`src/rtl/mul_writeback_unit.sv`:
```
// mul_writeback_unit
// Radix-2 shift-add multiplier that sits between the register-file read ports
// and the write port. It takes magnitudes of the operands and runs W add/shift
// steps. It then applies the sign and issues a single RegFile write-back.
module mul_writeback_unit #(
  parameter int DATA_WIDTH    = 32,
  parameter int ADDRESS_WIDTH = 5
) (
  input  logic                     clk,
  input  logic                     rst,
  input  logic                     start,
  input  logic [1:0]               op,
  input  logic [DATA_WIDTH-1:0]    rs1_val,
  input  logic [DATA_WIDTH-1:0]    rs2_val,
  input  logic [ADDRESS_WIDTH-1:0] rd_addr,
  output logic                     busy,
  output logic                     done,
  output logic                     we3,
  output logic [ADDRESS_WIDTH-1:0] ad3,
  output logic [DATA_WIDTH-1:0]    wd3
);

  localparam int W  = DATA_WIDTH;
  localparam int CW = $clog2(W);

  typedef enum logic [1:0] {
    IDLE = 2'd0,
    BUSY = 2'd1,
    FIN  = 2'd2,
    DONE = 2'd3
  } state_t;

  state_t                   state_q;
  logic [1:0]               op_q;
  logic [ADDRESS_WIDTH-1:0] rd_q;
  logic                     neg_q;
  logic [CW-1:0]            count_q;
  logic [2*W-1:0]           mcand_q;
  logic [W-1:0]             mplier_q;
  logic [2*W-1:0]           prod_q;

  logic                     aNeg_d;
  logic                     bNeg_d;
  logic [W-1:0]             aMag_d;
  logic [W-1:0]             bMag_d;
  logic                     neg_d;
  logic [2*W-1:0]           prodStep_d;
  logic [2*W-1:0]           prodSigned_d;

  // Operand magnitudes and result sign. Only operands treated as signed by the
  // op code can contribute a sign. The most negative value negates to itself.
  // Read as unsigned, that is exactly its magnitude.
  always_comb begin
    aNeg_d       = ((op == 2'b01) || (op == 2'b10)) && rs1_val[W-1];
    bNeg_d       = (op == 2'b01) && rs2_val[W-1];
    aMag_d       = aNeg_d ? -rs1_val : rs1_val;
    bMag_d       = bNeg_d ? -rs2_val : rs2_val;
    neg_d        = aNeg_d ^ bNeg_d;
    prodStep_d   = prod_q + (mplier_q[0] ? mcand_q : '0);
    prodSigned_d = neg_q ? -prod_q : prod_q;
  end

  // Control FSM, datapath registers and registered RegFile write-back outputs.
  always_ff @(posedge clk or posedge rst) begin
    if (rst) begin
      state_q  <= IDLE;
      op_q     <= '0;
      rd_q     <= '0;
      neg_q    <= 1'b0;
      count_q  <= '0;
      mcand_q  <= '0;
      mplier_q <= '0;
      prod_q   <= '0;
      busy     <= 1'b0;
      done     <= 1'b0;
      we3      <= 1'b0;
      ad3      <= '0;
      wd3      <= '0;
    end else begin
      case (state_q)
        IDLE: begin
          if (start) begin
            op_q     <= op;
            rd_q     <= rd_addr;
            neg_q    <= neg_d;
            mcand_q  <= {{W{1'b0}}, aMag_d};
            mplier_q <= bMag_d;
            prod_q   <= '0;
            count_q  <= CW'(W - 1);
            busy     <= 1'b1;
            state_q  <= BUSY;
          end
        end
        BUSY: begin
          prod_q   <= prodStep_d;
          mcand_q  <= {mcand_q[2*W-2:0], 1'b0};
          mplier_q <= {1'b0, mplier_q[W-1:1]};
          if (count_q == '0) begin
            state_q <= FIN;
          end else begin
            count_q <= count_q - 1'b1;
          end
        end
        FIN: begin
          wd3     <= (op_q == 2'b00) ? prodSigned_d[W-1:0] : prodSigned_d[2*W-1:W];
          ad3     <= rd_q;
          done    <= 1'b1;
          we3     <= (rd_q != '0);
          state_q <= DONE;
        end
        DONE: begin
          done    <= 1'b0;
          we3     <= 1'b0;
          busy    <= 1'b0;
          state_q <= IDLE;
        end
        default: begin
          state_q <= IDLE;
          busy    <= 1'b0;
          done    <= 1'b0;
          we3     <= 1'b0;
        end
      endcase
    end
  end

endmodule

```
`config.mk`:
```
export PLATFORM = sky130hd
export DESIGN_NAME = mul_writeback_unit
export DESIGN_NICKNAME = d
export VERILOG_FILES = /design/src/rtl/mul_writeback_unit.sv
export SDC_FILE = /design/constraint.sdc
export NUM_CORES = 1
export LEC_CHECK = 0
export BUFFER_PORTS_ARGS = -buffer_cell sky130_fd_sc_hd__buf_4
export CORE_ASPECT_RATIO = 0.8
export CORE_MARGIN = 2
export CORE_UTILIZATION = 35
export DETAILED_ROUTE_END_ITERATION = 8
export PLACE_DENSITY = 0.57
export SETUP_SLACK_MARGIN = 0.02
export SYNTH_ARGS = -nofsm -noshare
export SYNTH_HDL_FRONTEND = slang
export SYNTH_SLANG_ARGS = --single-unit
```
`constraint.sdc`:
```
create_clock -name clk -period 12.3 [get_ports clk]
set_clock_uncertainty 0.2 [all_clocks]
set_input_delay 2.46 -clock clk [delete_from_list [all_inputs] [get_ports clk]]
set_output_delay 2.46 -clock clk [all_outputs]
set_load 0.02 [all_outputs]
```
==> impl_metrics.py <==
metrics = {
    "grt": {
        "antenna_found_initial": 0,
        "grt_max_degree": 96,
        "track_usage_pct": 19.2,
        "grt_pass1_wl_um": 70300,
        "grt.overflow.total": 0,
        "grt_pass1_vias": 13000,
    },
    "timing": {
        "slew_viol_final": 0,
        "rsz0062_at_grt": "false",
        "tns_ps": 0,
        "setup_viol": 0,
        "fin_hold_ws_ps": 282,
        "tightest_slew_ps": 1170,
        "final-hold-violation-count": 0,
        "period_share_pct": 46.7,
        "relSlewSlack_pct": 22.3,
        "fmax_mhz": 174,
        "final.min_clock_period_ps": 5750,
    },
    "worst_setup_path": {
        "critPathMaxFanout": 37,
        "cp.required_ps": 12520,
        "r2r_end": "prod_q[60]$_DFFE_PP0P_",
        "crit_arrival_ps": 5970,
        "crit_end": "prod_q[60]$_DFFE_PP0P_",
        "crit_start": "mplier_q[0]$_DFFE_PP0P_",
        "worstRegToRegCells": 16,
        "startpoint_type": "register",
        "criticalPathCategory": "register to register",
        "timing.rr.start": "mplier_q[0]$_DFFE_PP0P_",
        "end_kind": "register",
        "rrSetupSlack_ps": 6550,
    },
    "power_and_ir_drop": {
        "seq_power_share_pct": 32.6,
        "vdd_drop_max_mv": 0.112,
        "p_int_mw": 2.09,
        "p_comb_share_pct": 47.7,
        "powerDensity_nw_per_um2": 222,
        "p_sw_mw": 1.73,
        "swShare_pct": 45.3,
        "clkPwrFrac_pct": 19.7,
        "static-leakage-power_nw": 7.53,
    },
    "routing": {
        "wl_um": 43300,
        "post_drt_wl_per_cell_um": 17.6,
        "dr.pass1.iters": 5,
        "vias": 13400,
        "first_iter_violations": 1021,
        "drcViolationCount": 0,
        "detail-route-antenna-nets": 0,
        "vias_per_cell": 5.46,
    },
    "logic_synthesis": {
        "synth-compound-area-share_pct": 24.6,
        "syn_nets": 1977,
        "synthSimpleGateAreaFrac_pct": 18.5,
        "synth_cell_type_count": 69,
        "synthCells": 1829,
        "synth_edf_count": 0,
        "synth_seq_area_share_pct": 35.5,
        "ys_seq_elements": 215,
        "synth-main-ff-cell": "dfrtp_1",
        "syn_area_sq_um": 15100,
        "synth_fa_ha_area_share_pct": 6.16,
        "synthXorXnorAreaFrac_pct": 10.2,
        "yosys-mux-area-fraction_pct": 1.10,
        "synth_warnings": 0,
        "ys_async_sr_fraction_pct": 100,
        "synth_top_family_by_area": "compound AO/OA/AOI/OAI gates",
        "avgSynthCellArea_sq_um": 8.28,
    },
    "clock_network": {
        "postCtsSetupBuffers": 0,
        "cts_num_sinks": 215,
        "cts_max_level": 1,
        "ctsHoldBuffers": 0,
        "clk_pin_slew_ps": 70,
        "tritoncts": "built",
        "cts_resized": 0,
        "cts.path.max_buffers": 3,
        "clock_latency_ps": 540,
        "clockRootBuffer": "clkbuf_16",
        "cts-buffers-inserted": 24,
    },
    "die": {
        "coreArea_sq_um": 42900,
        "die_h_um": 190,
        "row_count": 68,
        "die-area_sq_um": 45000,
        "start_util_pct": 35.3,
        "chipWidth_um": 237,
        "pin_count": 114,
    },
    "cells_and_area": {
        "area_delta_synth_final_pct": 13.9,
        "drive_above_1_share_pct": 10.6,
        "nNetsFinal": 2022,
    },
    "place": {
        "hpwlAfterDp_um": 32200,
        "numPortBuffers": 113,
        "gp_congestion": 0.915,
    },
    "flow_run": {
        "maxCapViolCount": 0,
    },
    "status": {
        "status": "finished, final reports clean",
    },
    "hold_path": {
        "worstHoldPathType": "register to register",
    },
}
-- sequential cells by signal (all words and copies together) (netlist names), 5 cells and up --
name	cells
mplier_q	32
wd3	32
prod_q	64
count_q	5
rd_q	5
ad3	5
mcand_q	64
-- metrics by stage --
stage	cells	utilization (%)	power, mW	worst slack (ps)	instance area, sq um
2_1_floorplan	1829	-	2.50	3760	15100
3_3_place_gp	2408	38.3	3.06	6730	16400
3_5_place_dp	2408	38.3	3.09	6600	16400
4_1_cts	2451	40.2	3.86	6580	17200
5_1_grt	2451	40.2	4.15	6090	17200
6_report	2453	40.2	3.82	6550	17200
-- placed cells by master (no fill, tap or decap), types with 5 or more instances in the layout --
cell type	Yosys	final
o21ai_0	225	224
ha_1	73	71
nand2b_1	14	14
mux2_2	13	13
nor4_1	13	13
or3_1	22	22
a22o_1	38	38
inv_1	52	51
a211oi_1	10	10
or4_1	16	16
o22ai_1	6	6
clkbuf_16	0	25
clkbuf_1	93	5
o31ai_1	35	35
and3_1	10	10
nand4_1	13	13
a21o_1	28	28
o21bai_1	11	11
clkbuf_8	0	6
o41ai_1	17	17
xor2_1	99	99
nor2_1	110	109
a31oi_1	13	13
o211ai_1	24	24
nand3_1	21	21
o221ai_1	7	7
and2_1	68	68
buf_4	0	125
a21oi_1	159	159
xnor2_1	77	77
nand2_1	240	240
dfrtp_1	215	214
nor2b_1	7	7
nor3_1	20	20
-- how the worst min path moves through the flow --
stage | from | endpoint | slack, ps | cells after the start
finish | mplier_q[14]$_DFFE_PP0P_ | mplier_q[14]$_DFFE_PP0P_ | 280 | 2
global route | mplier_q[17]$_DFFE_PP0P_ | mplier_q[17]$_DFFE_PP0P_ | 310 | 2
CTS | mplier_q[25]$_DFFE_PP0P_ | mplier_q[25]$_DFFE_PP0P_ | 290 | 2
detailed placement | mplier_q[25]$_DFFE_PP0P_ | mplier_q[25]$_DFFE_PP0P_ | 270 | 2
global placement | mplier_q[1]$_DFFE_PP0P_ | mplier_q[1]$_DFFE_PP0P_ | 260 | 2
floorplan | mplier_q[1]$_DFFE_PP0P_ | mplier_q[1]$_DFFE_PP0P_ | 250 | 2
-- power by group through the flow --
| stage | logic (mW) | clock network (mW) | registers (mW) |
|---|---|---|---|
| floorplan | 1.31 | 0 | 1.19 |
| global placement | 1.81 | 0 | 1.25 |
| detailed placement | 1.83 | 0 | 1.26 |
| CTS | 1.84 | 0.777 | 1.25 |
| global route | 2.06 | 0.802 | 1.28 |
| finish | 1.82 | 0.753 | 1.25 |
-- synthesized netlist by cell type, drive strengths merged (5+ instances only) --
cell	number	area, sq um
a211oi	10	75.1
a21o	28	210
a21oi	159	796
a22o	38	333
a31oi	13	81.3
and2	68	425
and3	10	62.6
buf	13	50.0
clkbuf	93	349
dfrtp	215	5380
ha	73	913
inv	52	195
mux2	13	146
nand2	240	901
nand2b	14	87.6
nand3	22	115
nand4	13	81.3
nor2	112	430
nor2b	7	43.8
nor3	20	100
nor4	14	93.8
o211ai	24	180
o21a	5	37.5
o21ai	227	1140
o21bai	11	82.6
o221ai	7	61.3
o22ai	6	37.5
o31ai	36	284
o41ai	18	165
or2	7	46.3
or3	24	160
or4	19	154
xnor2	77	674
xor2	99	867
-- layout make-up --
cell class | instances | area (sq um)
inverters | 52 | 203
fillers | 4398 | 25600
clock inverters | 7 | 93.8
clock buffers | 36 | 727
well taps | 560 | 701
flip-flops and latches | 215 | 5380
repair buffers | 125 | 938
diodes | 2 | 5.00
multi-input cells | 1456 | 9190
-- cells by family after synthesis --
group           count (synthesis)
buf+inv                       158
mux                            15
fa+ha+maj                      74
xor+xnor                      176
flops                         215
compound gates                609
simple gates                  582
-- worst max-delay path, stage by stage, from the launching register on --
cell and delay, ps:
dfrtp_1 1110, buf_4 390, and2_1 170, ha_1 190, inv_1 70, fa_1 400
nor2b_1 160, o2111ai_1 150, a21oi_1 210, o21ai_0 260, o31ai_1 670, a31oi_1 280
a21oi_1 350, a221oi_1 250, o21ai_0 450, a311o_1 240, o211ai_1 90
-- per-layer routing --
layer | global-route usage [%] | wire (um) | vias up | share of wire, %
met5 | 0 | 0 | - | 0
met2 | 29.6 | 18500 | 293 | 43
met3 | 2.96 | 2320 | 58 | 5.4
met4 | 4.94 | 1140 | 0 | 2.6
met1 | 28.1 | 21300 | 6410 | 49
li1 | - | - | 6632 | -
Power figures use the tool's default switching activity.
